### config.mk
export PLATFORM = sky130hd
export DESIGN_NAME = ex_muldiv_unit
export DESIGN_NICKNAME = d
export VERILOG_FILES = /design/src/rtl/core_pkg.sv /design/src/rtl/md_iter_core.sv /design/src/rtl/ex_muldiv_unit.sv
export SDC_FILE = /design/constraint.sdc
export NUM_CORES = 1
export LEC_CHECK = 0
export ABC_AREA = 1
export ABC_CLOCK_PERIOD_IN_PS = 4500
export BUFFER_PORTS_ARGS = -buffer_cell sky130_fd_sc_hd__buf_2
export CAP_MARGIN = 20
export CORE_MARGIN = 2
export CORE_UTILIZATION = 45
export CTS_BUF_LIST = sky130_fd_sc_hd__clkbuf_16
export DETAILED_ROUTE_END_ITERATION = 16
export PLACE_DENSITY = 0.67
export SETUP_SLACK_MARGIN = 0.5
export SYNTH_ARGS = -nofsm -noshare
export SYNTH_HDL_FRONTEND = slang
export SYNTH_SLANG_ARGS = --single-unit
### constraint.sdc
create_clock -name clock -period 4.5 [get_ports clock]
set_input_delay 0.675 -clock clock [delete_from_list [all_inputs] [get_ports clock]]
set_output_delay 0.675 -clock clock [all_outputs]
set_load 0.1 [all_outputs]
### src/rtl/core_pkg.sv
// Shared types and operator-decode helpers for the iterative multiply/divide unit.
package core_pkg;

    typedef enum logic [2:0] {
        MD_MUL    = 3'd0,
        MD_MULH   = 3'd1,
        MD_MULHSU = 3'd2,
        MD_MULHU  = 3'd3,
        MD_DIV    = 3'd4,
        MD_DIVU   = 3'd5,
        MD_REM    = 3'd6,
        MD_REMU   = 3'd7
    } md_opcode_e;

    typedef enum logic [1:0] {
        MD_IDLE = 2'd0,
        MD_CALC = 2'd1,
        MD_DONE = 2'd2
    } md_state_e;

    function automatic logic md_is_signed_a(md_opcode_e op);
        return (op == MD_MULH) || (op == MD_MULHSU) || (op == MD_DIV) || (op == MD_REM);
    endfunction

    function automatic logic md_is_signed_b(md_opcode_e op);
        return (op == MD_MULH) || (op == MD_DIV) || (op == MD_REM);
    endfunction

    function automatic logic md_is_div(md_opcode_e op);
        return op[2];
    endfunction

    function automatic logic md_is_rem(md_opcode_e op);
        return (op == MD_REM) || (op == MD_REMU);
    endfunction

endpackage

### src/rtl/md_iter_core.sv
// Radix-2 iteration datapath: unsigned shift-add multiply and restoring divide
// sharing one {hi, lo} register pair, plus the step counter.
module md_iter_core
    import core_pkg::*;
#(
    parameter int XLEN = 32
) (
    input  logic            clock,
    input  logic            reset,
    input  logic            i_load,
    input  logic            i_step,
    input  logic            i_is_div,
    input  logic [XLEN-1:0] i_mag_a,
    input  logic [XLEN-1:0] i_mag_b,
    output logic [XLEN-1:0] o_next_hi,
    output logic [XLEN-1:0] o_next_lo,
    output logic            o_last
);

    localparam int CNT_W = $clog2(XLEN);

    logic [XLEN-1:0]  r_hi;
    logic [XLEN-1:0]  r_lo;
    logic [XLEN-1:0]  r_b;
    logic [CNT_W-1:0] r_cnt;

    logic [XLEN:0]    w_add;
    logic [XLEN:0]    w_shift;
    logic [XLEN-1:0]  w_sub;
    logic             w_fits;

    // Multiply: lo holds the multiplier and fills with product bits from the top.
    assign w_add   = {1'b0, r_hi} + (r_lo[0] ? {1'b0, r_b} : '0);
    // Divide: the partial remainder is always < divisor, so XLEN bits of the
    // difference are exact whenever the trial subtraction fits.
    assign w_shift = {r_hi, r_lo[XLEN-1]};
    assign w_fits  = (w_shift >= {1'b0, r_b});
    assign w_sub   = w_shift[XLEN-1:0] - r_b;

    // NOTE: every output of this always_comb is assigned on every path, so no latch is inferred.
    always_comb begin
        if (i_is_div) begin
            o_next_hi = w_fits ? w_sub : w_shift[XLEN-1:0];
            o_next_lo = {r_lo[XLEN-2:0], w_fits};
        end else begin
            {o_next_hi, o_next_lo} = {w_add, r_lo[XLEN-1:1]};
        end
    end

    assign o_last = (r_cnt == CNT_W'(XLEN - 1));

    always_ff @(posedge clock) begin
        if (!reset) begin
            r_cnt <= '0;
        end else if (i_load) begin
            r_cnt <= '0;
        end else if (i_step) begin
            r_cnt <= r_cnt + 1'b1;
        end
    end

    // NOTE: pure datapath registers carry no reset; they are always loaded before being read.
    always_ff @(posedge clock) begin
        if (i_load) begin
            r_hi <= '0;
            r_lo <= i_mag_a;
            r_b  <= i_mag_b;
        end else if (i_step) begin
            r_hi <= o_next_hi;
            r_lo <= o_next_lo;
        end
    end

endmodule

### src/rtl/ex_muldiv_unit.sv
// RV32M iterative multiply/divide unit: FSM, sign handling, handshake, result register.
// Define MDU_FAST_PATH_EN to finish divide-by-zero, signed overflow and zero-operand multiplies in one cycle.
module ex_muldiv_unit
    import core_pkg::*;
#(
    parameter int XLEN       = 32,
    parameter int REG_ADDR_W = 5
) (
    input  logic                  clock,
    input  logic                  reset,
    input  logic                  md_valid_ip,
    output logic                  md_ready_op,
    input  logic [2:0]            md_operator_ip,
    input  logic [XLEN-1:0]       md_operand_a_ip,
    input  logic [XLEN-1:0]       md_operand_b_ip,
    input  logic [REG_ADDR_W-1:0] md_write_reg_addr_ip,
    input  logic                  flush_ip,
    output logic [XLEN-1:0]       md_result_op,
    output logic                  md_result_valid_op,
    output logic [REG_ADDR_W-1:0] md_write_reg_addr_op,
    input  logic                  md_result_ready_ip
);

    localparam logic [XLEN-1:0] MIN_INT = {1'b1, {(XLEN-1){1'b0}}};

    md_state_e             r_state;
    md_opcode_e            r_op;
    logic                  r_neg;
    logic [XLEN-1:0]       r_result;
    logic [REG_ADDR_W-1:0] r_rd;

    md_opcode_e            w_op;
    logic                  w_a_neg, w_b_neg, w_neg;
    logic [XLEN-1:0]       w_mag_a, w_mag_b;
    logic                  w_accept, w_fast, w_last;
    logic [XLEN-1:0]       w_fast_result;
    logic [XLEN-1:0]       w_next_hi, w_next_lo;
    logic [2*XLEN-1:0]     w_prod_s;
    logic [XLEN-1:0]       w_div_sel, w_div_s, w_final;

    assign w_op     = md_opcode_e'(md_operator_ip);
    assign w_a_neg  = md_is_signed_a(w_op) && md_operand_a_ip[XLEN-1];
    assign w_b_neg  = md_is_signed_b(w_op) && md_operand_b_ip[XLEN-1];
    assign w_mag_a  = w_a_neg ? -md_operand_a_ip : md_operand_a_ip;
    assign w_mag_b  = w_b_neg ? -md_operand_b_ip : md_operand_b_ip;
    assign w_accept = (r_state == MD_IDLE) && md_valid_ip && !flush_ip;

    // A zero divisor leaves the all-ones quotient unsigned; the remainder keeps the dividend's sign.
    always_comb begin
        if (md_is_rem(w_op))
            w_neg = w_a_neg;
        else if (md_is_div(w_op))
            w_neg = (w_a_neg ^ w_b_neg) && (md_operand_b_ip != '0);
        else
            w_neg = w_a_neg ^ w_b_neg;
    end

`ifdef MDU_FAST_PATH_EN
    always_comb begin
        w_fast        = 1'b0;
        w_fast_result = '0;
        if (md_is_div(w_op)) begin
            if (md_operand_b_ip == '0) begin
                w_fast        = 1'b1;
                w_fast_result = md_is_rem(w_op) ? md_operand_a_ip : '1;
            end else if (md_is_signed_a(w_op) && md_operand_a_ip == MIN_INT && md_operand_b_ip == '1) begin
                w_fast        = 1'b1;
                w_fast_result = md_is_rem(w_op) ? '0 : md_operand_a_ip;
            end
        end else if (md_operand_a_ip == '0 || md_operand_b_ip == '0) begin
            w_fast = 1'b1;
        end
    end
`else
    assign w_fast        = 1'b0;
    assign w_fast_result = '0;
`endif

    md_iter_core #(.XLEN(XLEN)) u_core (
        .clock     (clock),
        .reset     (reset),
        .i_load    (w_accept && !w_fast),
        .i_step    ((r_state == MD_CALC) && !flush_ip),
        .i_is_div  (md_is_div(r_op)),
        .i_mag_a   (w_mag_a),
        .i_mag_b   (w_mag_b),
        .o_next_hi (w_next_hi),
        .o_next_lo (w_next_lo),
        .o_last    (w_last)
    );

    assign w_prod_s  = r_neg ? -{w_next_hi, w_next_lo} : {w_next_hi, w_next_lo};
    assign w_div_sel = md_is_rem(r_op) ? w_next_hi : w_next_lo;
    assign w_div_s   = r_neg ? -w_div_sel : w_div_sel;

    always_comb begin
        if (md_is_div(r_op))
            w_final = w_div_s;
        else if (r_op == MD_MUL)
            w_final = w_prod_s[XLEN-1:0];
        else
            w_final = w_prod_s[2*XLEN-1:XLEN];
    end

    always_ff @(posedge clock) begin
        if (!reset) begin
            r_state  <= MD_IDLE;
            r_op     <= MD_MUL;
            r_neg    <= 1'b0;
            r_result <= '0;
            r_rd     <= '0;
        end else if (flush_ip) begin
            r_state <= MD_IDLE;
        end else begin
            case (r_state)
                MD_IDLE: if (md_valid_ip) begin
                    r_op  <= w_op;
                    r_rd  <= md_write_reg_addr_ip;
                    r_neg <= w_neg;
                    if (w_fast) begin
                        r_result <= w_fast_result;
                        r_state  <= MD_DONE;
                    end else begin
                        r_state <= MD_CALC;
                    end
                end
                MD_CALC: if (w_last) begin
                    r_result <= w_final;
                    r_state  <= MD_DONE;
                end
                MD_DONE: if (md_result_ready_ip) r_state <= MD_IDLE;
                default: r_state <= MD_IDLE;
            endcase
        end
    end

    assign md_ready_op          = (r_state == MD_IDLE);
    assign md_result_valid_op   = (r_state == MD_DONE);
    assign md_result_op         = r_result;
    assign md_write_reg_addr_op = r_rd;

endmodule

==> qor.csv, run 1 <==
stage;metric;value;unit
run_status;status;finished clean;
timing;relSlewSlack;30.6;%
worst_setup_path;path_delay_family;simple AND/OR/NAND/NOR gates;
die;ioPinCount;116;
worst_setup_path;worstSetupPathType;register to register;
routing;dr.pass1.iters;6;
die;coreArea;0.0365;sq mm
worst_setup_path;required;4.86;ns
yosys;yosys_most_used_dff;dfxtp_1;
timing;max_freq;0.243;GHz
timing;setup_tns;0;ns
worst_setup_path;worstSetupEndpointType;register;
clock_network;cts_buffers;17;
yosys;ys_seq_area_share;21.2;%
routing;ant_nets;0;
power;total_power;5.51;mW
timing;setup_viol;0;
die;start_util;45.6;%
power;p_int;3.08;mW
placement;dp_slack;0.250;ns
timing;timing.final.crit_share;91.4;%
yosys;syn_area;0.0166;sq mm
timing;slew_violations;0;
yosys;syn_avg_cell_area;5.81;sq um
timing;tightestPinTransition;1.03;ns
clock_network;cts_tree;built;
routing;routedWlPerCell;20.0;microns
grt;grt_usage;35.9;%
grt;antenna_found_initial;2;
clock_network;path_clk_slew;0.07;ns
worst_setup_path;cp.arrival;4.47;ns
yosys;syn_inst;2863;
routing;wl;70500;microns
layout;syn2layout_area_growth;19.6;%
power;combPwrFrac;45.6;%
die;die_h;196;microns
die;die_w;196;microns
placement;port_buffers;115;
grt;grt_pass1_vias;17800;
timing;hold_viol;0;
placement;hpwl;56200;microns
die;dieArea;0.0385;sq mm
clock_network;htreeDepth;4;
yosys;synth_seq_cells;144;
power;ir_drop;303;uV
power;switchingPower;2.42;mW
yosys;yosys_warnings;0;
layout;multiInputGateArea;0.0120;sq mm
routing;vias;19900;
yosys;async_flop_share;0;%
clock_network;cts.sinks;144;
yosys;synth_nets;3012;
layout;final_nets;3194;
layout;nFillCells;3799;
power;p_clk_share;26.0;%
worst_setup_path;crit_fanout;6;
yosys;synth_edf_count;64;
worst_setup_path;cpMostUsedCell;nand2_1;
layout;mostFrequentLayoutCells;nand2_1, inv_1, nor2_1;
power;p_sw_share;44.0;%
clock_network;clockBufferDepth;2;
layout;drive_gt1_share;18.2;%
clock_network;hold_buffers;0;
layout;final_core_util;54.5;%
power;p_per_area;277;mW/mm^2
layout;regArea;0.00353;sq mm
power;seqPwrFrac;28.4;%
worst_setup_path;path_buf_inv;4;
grt;grt_pass1_wl;105000;microns
grt;grt_overflow_total;0;
routing;initialDrtViolationCount;2280;
hold_path;min_path_type;input port to register;
clock_network;cts-root-buf;clkbuf_16;
yosys;synth.distinct_cells;52;
routing;vias_per_cell;5.65;
timing;fin_skew;0.0182;ns
layout;final_common_cell;nand2_1;
worst_setup_path;startpoint_type;register;
routing;drc;0;
grt;grt_max_degree;73;
die;rows;70;
job;maxCapViolCount;0;
clock_network;clkLatencyLatePin;0.47;ns
worst_setup_path;cpPeakStageDelay;0.53;ns
timing;holdWs;0.435;ns
timing;rsz0062_at_grt;yes;
worst_setup_path;slowest_stage;edfxtp_1;
timing;finalCriticalPeriod;4.11;ns
power;p_leak;9.53;nW
placement;gp_congestion;1.02;
timing;setup_slack;0.387;ns
==> layer usage <==
layer	wire length, microns	part of all wire, %	vias up	global-route usage, %
met5	0	0	-	0
li1	-	-	9627	-
met4	2390	3.4	0	12.2
met2	29600	42	1018	53.3
met3	6770	9.6	131	5.79
met1	31700	45	9153	52.6
==> worst register-to-register path, delay by kind of cell (launching register included) <==
| kind | cells | cell delay, ns |
|---|---|---|
| fa+ha+maj | 2 | 0.49 |
| compound gates | 3 | 0.43 |
| flops | 1 | 0.53 |
| buf+inv | 4 | 0.45 |
| simple gates | 18 | 2.15 |
==> worst paths after layout <==
check | start | endpoint | cells past startpoint | slack [ns]
setup reg to reg | u_core.r_b[22]$_DFFE_PP_ | md_result_op[24]$_SDFFE_PN0P_ | 27 | 0.39
hold reg to reg | md_write_reg_addr_op[1]$_SDFFE_PN0P_ | md_write_reg_addr_op[1]$_SDFFE_PN0P_ | 2 | 0.45
hold / removal | md_write_reg_addr_ip[4] | md_write_reg_addr_op[4]$_SDFFE_PN0P_ | 3 | 0.44
setup / recovery | u_core.r_b[22]$_DFFE_PP_ | md_result_op[24]$_SDFFE_PN0P_ | 27 | 0.39
==> synth_stat cells, drive strengths merged (2+ instances only) <==
cell type	number	share of area (%)
clkinv	2	0.045
or2	27	1.0
dfxtp	80	9.6
nor3b	5	0.23
and2	3	0.11
o21ai	216	6.6
nor4	9	0.34
o21a	11	0.50
a21boi	2	0.11
nor2	367	8.8
ha	70	5.3
clkbuf	53	1.2
a21oi	101	3.1
xor2	57	3.0
o22ai	19	0.71
nand4	60	2.3
o31ai	4	0.18
edfxtp	64	12
nand2	848	20
nor3	45	1.4
nand3	266	8.5
inv	403	9.1
fa	2	0.24
nand3b	19	0.86
xnor2	42	2.2
o211ai	9	0.41
buf	40	1.4
a31oi	26	0.98
o21bai	8	0.36
==> power by group through the flow <==
| stage | sequential [mW] | combinational [mW] | clock (mW) |
|---|---|---|---|
| 2_1_floorplan | 1.54 | 1.44 | 0 |
| 3_3_place_gp | 1.58 | 2.20 | 0 |
| 3_5_place_dp | 1.58 | 2.21 | 0 |
| 4_1_cts | 1.56 | 2.25 | 1.44 |
| 5_1_grt | 1.57 | 2.73 | 1.50 |
| 6_report | 1.57 | 2.51 | 1.43 |
==> per-stage QoR <==
step           cells  cell area, sq um
5_1_grt         3527             19900
6_report        3527             19900
4_1_cts         3484             18900
3_5_place_dp    3444             18100
2_1_floorplan   2863             16600
3_3_place_gp    3444             18100
==> flip-flops by register name, indices dropped and copies added, names as in the netlist <==
signal,count
u_core.r_lo,32
md_write_reg_addr_op,5
u_core.r_b,32
u_core.r_hi,32
md_result_op,32
r_state,2
u_core.r_cnt,5
r_neg,1
r_op,3
==> final cells by class <==
type	count	share of cell area, %
Multi-Input combinational cell	2221	60.3
Antenna cell	1	0.0126
Sequential cell	144	17.7
Inverter	405	7.64
Timing Repair Buffer	256	8.53
Clock buffer	17	2.14
Clock inverter	15	0.685
Tap cell	468	2.94
==> what timing repair did <==
action | 4_1_cts | 5_1_grt
buffers inserted | 8 | 40
pin swaps | 4 | 48
cloned | 0 | 1
gates resized for setup | 25 | 186
endpoints found under the setup margin | 25 | 31
==> cells by family (layout without fill, tap and decap cells) <==
family,count (synthesis),in the layout,share of synthesized area (%)
AND/OR/NAND/NOR,1650,1650,43.1
other,0,1,0
AO/OA/AOI/OAI,400,400,13.2
flip-flops,144,144,21.2
XOR/XNOR,99,99,5.21
buffers and inverters,498,693,11.8
adder cells (fa/ha/maj),72,72,5.50
Note: power is estimated with default switching activity, not from simulation.
==> run 2: changes to the inputs <==
Settings changed: ABC_CLOCK_PERIOD_IN_PS 4500 to 4650.
Clock period 4.5 ns to 4.65 ns, I/O delays scaled along.
==> qor.csv, run 2 (synthesis gave the netlist of run 1 again) <==
stage;metric;value;unit;change
run_status;status;finished clean;;
clock_network;cts_tree;built;;
timing;rsz0062_at_grt;yes;;
die;die_w;196;microns;unchanged
worst_setup_path;worstSetupEndpointType;register;;
layout;syn2layout_area_growth;17.2;%;
worst_setup_path;required;5.00;ns;+0.14 ns
timing;finalCriticalPeriod;4.01;ns;-0.101 ns
power;p_clk_share;27.3;%;+1.3 points
timing;max_freq;0.249;GHz;+2.5%
grt;grt_pass1_vias;17800;;+0.12%
worst_setup_path;rr_worst_depth;31;;+15%
die;ioPinCount;116;;unchanged
timing;holdWs;0.447;ns;+0.0117 ns
grt;grt_max_degree;96;;+32%
layout;drive_gt1_share;16.4;%;-1.9 points
layout;nFillCells;3836;;+0.97%
worst_setup_path;worstSetupPathType;register to register;;
layout;final_nets;3165;;-0.91%
clock_network;clockBufferDepth;2;;unchanged
routing;vias;19700;;-1.1%
routing;dr.pass1.iters;8;;+2
placement;dp_slack;0.345;ns;+0.0947 ns
placement;place_inst;3423;;-0.61%
placement;hpwl;57000;microns;+1.3%
worst_setup_path;path_buf_inv;3;;-1
timing;relSlewSlack;17.7;%;-13 points
clock_network;htreeDepth;4;;unchanged
worst_setup_path;startpoint_type;register;;
power;ir_drop;271;uV;-11%
layout;final_common_cell;nand2_1;;
timing;tightestPinTransition;1.22;ns;+0.191 ns
worst_setup_path;cpMostUsedCell;nand2_4;;
layout;mostFrequentLayoutCells;nand2_1, inv_1, nor2_1;;
grt;grt_usage;36.1;%;+0.17 points
power;p_sw_share;43.8;%;-0.19 points
power;seqPwrFrac;28.3;%;about the same
die;dieArea;0.0385;sq mm;unchanged
power;p_int;2.98;mW;-3.4%
timing;slew_violations;0;;unchanged
die;coreArea;0.0365;sq mm;unchanged
worst_setup_path;worstSetupPathDepth;31;;+15%
timing;setup_tns;0;ns;unchanged
routing;ant_nets;0;;unchanged
power;p_leak;9.37;nW;-1.6%
worst_setup_path;cpPeakStageDelay;0.46;ns;-0.07 ns
layout;final_core_util;53.4;%;-1.1 points
clock_network;path_clk_slew;0.08;ns;about the same
grt;grt_overflow_total;0;;unchanged
grt;antenna_found_initial;2;;unchanged
worst_setup_path;slowest_stage;edfxtp_1;;
placement;port_buffers;115;;unchanged
clock_network;cts_buffers;17;;unchanged
die;start_util;45.6;%;unchanged
die;die_h;196;microns;unchanged
power;p_per_area;272;mW/mm^2;-1.8%
routing;wl;70400;microns;-0.16%
layout;instances_no_fill;3498;;-0.82%
power;switchingPower;2.32;mW;-4.1%
timing;timing.final.crit_share;86.3;%;-5.1 points
power;total_power;5.30;mW;-3.7%
timing;fin_skew;0.0174;ns;-0.000767 ns
placement;gp_congestion;1.08;;+5.5%
clock_network;cts-root-buf;clkbuf_16;;
routing;routedWlPerCell;20.1;microns;+0.67%
routing;vias_per_cell;5.64;;-0.25%
routing;initialDrtViolationCount;2260;;-0.88%
timing;hold_viol;0;;unchanged
timing;setup_slack;0.638;ns;+0.251 ns
clock_network;cts.sinks;144;;unchanged
hold_path;min_path_type;register to register;;
power;combPwrFrac;44.4;%;-1.2 points
layout;fin_area;0.0195;sq mm;-2.0%
routing;drc;0;;unchanged
placement;postPlaceCellArea;0.0179;sq mm;-1.0%
timing;setup_viol;0;;unchanged
layout;multiInputGateArea;0.0118;sq mm;-1.6%
worst_setup_path;crit_fanout;7;;+1
layout;regArea;0.00354;sq mm;+0.25%
clock_network;clkLatencyLatePin;0.46;ns;about the same
worst_setup_path;path_delay_family;simple AND/OR/NAND/NOR gates;;
grt;grt_pass1_wl;105000;microns;+0.32%
worst_setup_path;cp.arrival;4.36;ns;-0.11 ns
hold_path;hold_depth;2;;-1
clock_network;hold_buffers;0;;unchanged
die;rows;70;;unchanged
job;maxCapViolCount;0;;unchanged
-- run 2: changes by cell type in the layout (fill, tap and decap cells not counted), moves of 7 or more --
cell	before	now
ha_4	27	20
nand2_2	55	40
dfxtp_1	76	69
nand3_1	237	245
a21oi_2	10	2
nand2_1	779	794
buf_4	133	108
dfxtp_2	3	10
-- run 2: area by class of cell --
cell class,instances,share of cell area (%)
Multi-Input combinational cell,2221,60.6
Inverter,405,7.79
Timing Repair Buffer,227,7.48
Antenna cell,1,0.0128
Clock buffer,17,2.18
Sequential cell,144,18.1
Clock inverter,15,0.802
Tap cell,468,3.00
-- run 2: what timing repair did --
| item | in CTS | in global routing |
|---|---|---|
| endpoints found under the setup margin | 19 | 30 |
| pin swaps | 0 | 34 |
| endpoints found under the hold margin | 0 | 0 |
| buffers inserted | 0 | 41 |
| gates resized for setup | 10 | 155 |
-- run 2: final timing paths --
kind	startpoint	endpoint	slack, ns
worst min register to register	md_write_reg_addr_op[1]$_SDFFE_PN0P_	md_write_reg_addr_op[1]$_SDFFE_PN0P_	0.45
worst max-delay path	u_core.r_b[8]$_DFFE_PP_	md_result_op[22]$_SDFFE_PN0P_	0.64
worst min-delay path	md_write_reg_addr_op[1]$_SDFFE_PN0P_	md_write_reg_addr_op[1]$_SDFFE_PN0P_	0.45
worst max register to register	u_core.r_b[8]$_DFFE_PP_	md_result_op[22]$_SDFFE_PN0P_	0.64
-- run 2: metal layers --
layer | share of wire (%) | global-route usage [%]
met3 | 9.8 | 7.20
met1 | 45 | 51.7
met4 | 3.0 | 11.3
met5 | 0.018 | 0
met2 | 42 | 54.3
-- run 2: worst register-to-register path: cells and delay by family (launching register included) --
family / cells / cell delay [ns]
buffers and inverters: 3 / 0.26
DFF: 1 / 0.46
and+or+nand+nor: 24 / 2.54
adders and majority gates: 2 / 0.39
AOI/OAI and AO/OA: 2 / 0.28
-- run 2: power groups by stage --
| stage | combinational (mW) | sequential [mW] | clock [mW] |
|---|---|---|---|
| finish | 2.36 | 1.50 | 1.45 |
| global route | 2.57 | 1.51 | 1.51 |
| CTS | 2.14 | 1.49 | 1.46 |
| detailed placement | 2.12 | 1.52 | 0 |
| global placement | 2.11 | 1.52 | 0 |
| floorplan | 1.39 | 1.49 | 0 |
